==> config.mk <==
export PLATFORM = sky130hd
export DESIGN_NAME = obc_slice_accumulator
export DESIGN_NICKNAME = d
export VERILOG_FILES = /design/src/rtl/obc_slice_accumulator.sv
export SDC_FILE = /design/constraint.sdc
export NUM_CORES = 1
export LEC_CHECK = 0
export CAP_MARGIN = 40
export CORE_ASPECT_RATIO = 0.9
export CORE_MARGIN = 1.5
export CORE_UTILIZATION = 53
export CTS_CLUSTER_SIZE = 25
export DETAILED_ROUTE_END_ITERATION = 10
export HOLD_SLACK_MARGIN = 0.02
export PLACE_DENSITY = 0.82
export SYNTH_ARGS = -nofsm -noshare
export SYNTH_HDL_FRONTEND = slang
export SYNTH_HIERARCHICAL = 1
export SYNTH_SLANG_ARGS = --single-unit
==> constraint.sdc <==
create_clock -name clk -period 5.5 [get_ports clk]
set_input_delay 0.825 -clock clk [delete_from_list [all_inputs] [get_ports clk]]
set_output_delay 0.825 -clock clk [all_outputs]
set_load 0.05 [all_outputs]
==> src/rtl/obc_slice_accumulator.sv <==
// Bit-serial front/back end for the OBC DFT ROM stage: streams 16 samples out
// one bit-slice per cycle (LSB first) and shift-accumulates the ROM results.

module obc_slice_lane #(
    parameter int W = 8
) (
    input  logic         clk,
    input  logic         rst,
    input  logic         load,
    input  logic         shift,
    input  logic [W-1:0] din,
    output logic         lsb
);
    logic [W-1:0] sr;

    always_ff @(posedge clk or posedge rst) begin
        if (rst)        sr <= '0;
        else if (load)  sr <= din;
        else if (shift) sr <= sr >> 1;
    end

    assign lsb = sr[0];
endmodule

module obc_slice_accumulator #(
    parameter int W     = 8,
    parameter int ACC_W = 40
) (
    input  logic                    clk,
    input  logic                    rst,
    input  logic                    start,
    input  logic [16*W-1:0]         x_in,
    input  logic [31:0]             offset_in,
    output logic                    busy,
    output logic [15:0]             slice_out,
    output logic                    m_out,
    input  logic [31:0]             rom_in,
    output logic signed [ACC_W-1:0] acc_out,
    output logic                    out_valid,
    input  logic                    out_ready
);
    localparam int NUM_LANES = 16;
    localparam int B_W       = (W > 1) ? $clog2(W) : 1;

    typedef enum logic [1:0] {IDLE, SHIFT, DONE} state_t;

    state_t                 state, state_nxt;
    logic [B_W-1:0]         b;
    logic signed [ACC_W-1:0] acc, acc_nxt, rom_ext;
    logic                   load, shift_en, last;
    logic [NUM_LANES-1:0]   lane_lsb;

    genvar k;
    generate
        for (k = 0; k < NUM_LANES; k++) begin : g_lane
            obc_slice_lane #(.W(W)) u_lane (
                .clk   (clk),
                .rst   (rst),
                .load  (load),
                .shift (shift_en),
                .din   (x_in[k*W +: W]),
                .lsb   (lane_lsb[k])
            );
        end
    endgenerate

    assign last = (b == B_W'(W - 1));

    always_ff @(posedge clk or posedge rst) begin
        if (rst) state <= IDLE;
        else     state <= state_nxt;
    end

    always_comb begin
        state_nxt = state;
        load      = 1'b0;
        shift_en  = 1'b0;
        case (state)
            IDLE: if (start) begin
                load      = 1'b1;
                state_nxt = SHIFT;
            end
            SHIFT: begin
                shift_en = 1'b1;
                if (last) state_nxt = DONE;
            end
            DONE: if (out_ready) state_nxt = IDLE;
            default: state_nxt = IDLE;
        endcase
    end

    // ROM already applies the sign step on the MSB slice; only weight by 2^b here.
    assign rom_ext = {{(ACC_W-32){rom_in[31]}}, rom_in};
    assign acc_nxt = acc + (rom_ext << b);

    always_ff @(posedge clk or posedge rst) begin
        if (rst) begin
            acc     <= '0;
            acc_out <= '0;
            b       <= '0;
        end else if (load) begin
            acc <= {{(ACC_W-32){offset_in[31]}}, offset_in};
            b   <= '0;
        end else if (shift_en) begin
            acc <= acc_nxt;
            b   <= last ? '0 : b + 1'b1;
            if (last) acc_out <= acc_nxt;
        end
    end

    assign busy      = (state != IDLE);
    assign out_valid = (state == DONE);
    assign m_out     = (state == SHIFT) && last;
    assign slice_out = (state == SHIFT) ? lane_lsb : '0;
endmodule

==> results.tsv <==
metric	value	unit
Primary FF master, synth	dfrtp_1	
grt ovf	0	
GP Congestion	0.936	
Netlist cell types	72	
status	finished, final reports clean	
Setup Viol. Count Final	0	
WHS	477	ps
Max clock buf depth	3	
final WL	31.9	mm
r2r worst-path depth	13	
DP HPWL	22.7	mm
worst-path cell chain	buf_4 -> mux4_2 -> ha_1 -> a21oi_2 -> o211ai_1 -> a221oi_2 -> and3_1 -> a21bo_4 -> o21ai_4 -> a311oi_2 -> o211a_1 -> xnor3_1 -> mux2_4	
Post-Syn Area	12600	um^2
Critical Path Stages	13	
Post-synth EDFFs	0	
Max IR drop VDD	0.000443	V
total power of the final layout	12000	uW
worst hold path type	reg2reg	
flop2flop setup slack	1010	ps
FF+latch area	5330	um^2
Clock Skew	8.72	ps
DR iter-0 viols	822	
syn_nets	1524	
Top Ports	255	
vias in the first global route	10200	
Layout Nets	1741	
most frequent cells in the layout	clkdlybuf4s50_1, nand2_1, dfrtp_1, mux2i_1, o21ai_1	
worst-margin pin slew	1230	ps
RR Startpoint	b[1]	
Root Buffer	clkbuf_16	
RR Endpoint	acc_out[39]	
Overall Global Routing Usage	25.9	%
#FFs+latches synth	213	
endpoint class of the critical path	flop	
layout cells sized above 1	8.43	%
DRC	0	
vias per std cell	5.75	
Syn Area/Cell	9.80	um^2
CP top delay family	compound AO/OA/AOI/OAI gates	
crit share post-route	81.7	%
die height	149	um
Post-CTS Setup Bufs	0	
final core occ	68.5	%
vias	10500	
CP peak stage delay	760	ps
CP arrival	4910	ps
Post-Place Setup Slack	736	ps
Die X	166	um
Resized Gates After CTS	0	
P_leak	0.00720	uW
Initial Utilization	54.0	%
CTS Hold Bufs	0	
Yosys warnings	6	
commonest non-fill, non-tap cell in the layout	clkdlybuf4s50_1	
Num Clock Sinks	213	
die area	24700	um^2
first-pass GRT wire length	51.2	mm
core area	23300	um^2
worst relative slew slack	17.8	%
final hold vios	0	
Crit-path slowest cell	dfrtp_2	
hold path endpoint	acc_out[32]	
fraction of registers with async set/reset	100	%
Max Cap Viol	0	
antenna cells	0	
Final min period	4490	ps
PnR worst setup slack	1010	ps
Power Density	750	nW/um^2
std cell rows	53	
Fmax	0.223	GHz
setup TNS	0	ps
max-slew violations	0	
Mapped Cells	1286	
Clk Latency, worst-skew pair	530	ps
Setup CP Type	reg2reg	
CTS Buf Count	25	
Hold Crit Depth	2	
clock slew seen by the registers of the worst setup and hold paths	60	ps
multi-input logic area	6610	um^2
sequential fraction of the synthesis area	42.3	%
RSZ-0062 raised after global routing	false	
min-delay src	acc_out[32]	
initial antenna violation count	1	
Wirelength per Cell	17.5	um
Post-DRT Antenna Nets	0	
CTS tree	built	
area delta synth->final	27.0	%
largest net degree at the start of global routing	276	
port bufs	254	
fill count	1804	
H-Tree Depth	1	
WP buf/inv	1	
Critical Path RT	5910	ps
crit path max fanout	31	
startpoint class of the critical path	flop	
TritonRoute pass-1 iters	5	
[per-layer routing]
| metal | global-route usage, % | up-vias | wire length [um] |
|---|---|---|---|
| li1 | - | 5002 | - |
| met1 | 35.4 | 4956 | 13700 |
| met2 | 42.2 | 445 | 14900 |
| met3 | 5.84 | 54 | 2730 |
| met4 | 5.58 | 2 | 554 |
| met5 | 0 | - | 13 |
[cell usage after synthesis (5+ instances only)]
library cell	n	share of area, %
dfrtp_1	213	42
inv_1	29	0.86
clkbuf_1	36	1.1
a22oi_1	28	1.7
and3_1	7	0.35
mux2_2	31	2.8
nor3_1	8	0.32
o21ai_0	110	4.4
ha_1	41	4.1
o21bai_1	8	0.48
a21o_1	21	1.3
mux2i_1	126	10
nand2_1	217	6.5
mux4_2	16	2.9
nand3_1	7	0.28
nor2_1	32	0.95
xor2_1	16	1.1
xnor2_1	18	1.3
nand2b_1	25	1.2
a21oi_1	41	1.6
a211oi_1	5	0.30
and2_1	17	0.84
o21ai_1	115	4.6
o31ai_1	6	0.36
buf_1	6	0.18
buf_6	33	2.9
[per-stage QoR]
step	cells	cell area (um^2)
floorplan	1286	12600
global placement	1777	15100
detailed placement	1778	15100
CTS	1820	16000
global route	1820	16000
finish	1820	16000
[tightest hold or removal path: stages (launching register included)]
cell     delay [ps]
dfrtp_1         340
nand2_1          40
o21ai_0          60
[cell type report]
class                      instances  area share (%)
multi-input combinational        965            41.3
timing repair buffer             269            16.9
tap                              302            2.36
clock inverter                     7           0.657
sequential                       213            33.3
clock buffer                      35            4.65
inverter                          29           0.766
[state kept, by name (all words and copies together), names as in the netlist]
register	flops
acc	40
state	2
b	3
g_lane.u_lane/sr	128
acc_out	40
[worst max-delay path by stage]
stage / from / slack, ps / to
after floorplan: b[1] / 1290 / acc_out[39]
after global placement: rom_in[13] / 860 / acc_out[39]
after detailed placement: rom_in[16] / 740 / acc_out[39]
after CTS: b[1] / 1060 / acc_out[39]
after global routing: b[1] / 670 / acc_out[39]
final: b[1] / 1010 / acc_out[39]
[kinds of logic after synthesis]
| group | after synthesis | synth area share, % |
|---|---|---|
| AO/OA/AOI/OAI | 381 | 18.3 |
| XOR/XNOR | 35 | 2.54 |
| adder cells (fa/ha/maj) | 42 | 4.23 |
| AND/OR/NAND/NOR | 333 | 11.6 |
| buffers and inverters | 108 | 5.26 |
| flip-flops | 213 | 42.3 |
| multiplexers | 174 | 15.8 |
[report_power, final]
part | internal, uW | switching [uW] | total (uW)
Sequential | 2350 | 482 | 2830
Clock | 1030 | 647 | 1680
Combinational | 3040 | 4460 | 7490
(Power assumes the default switching activity.)
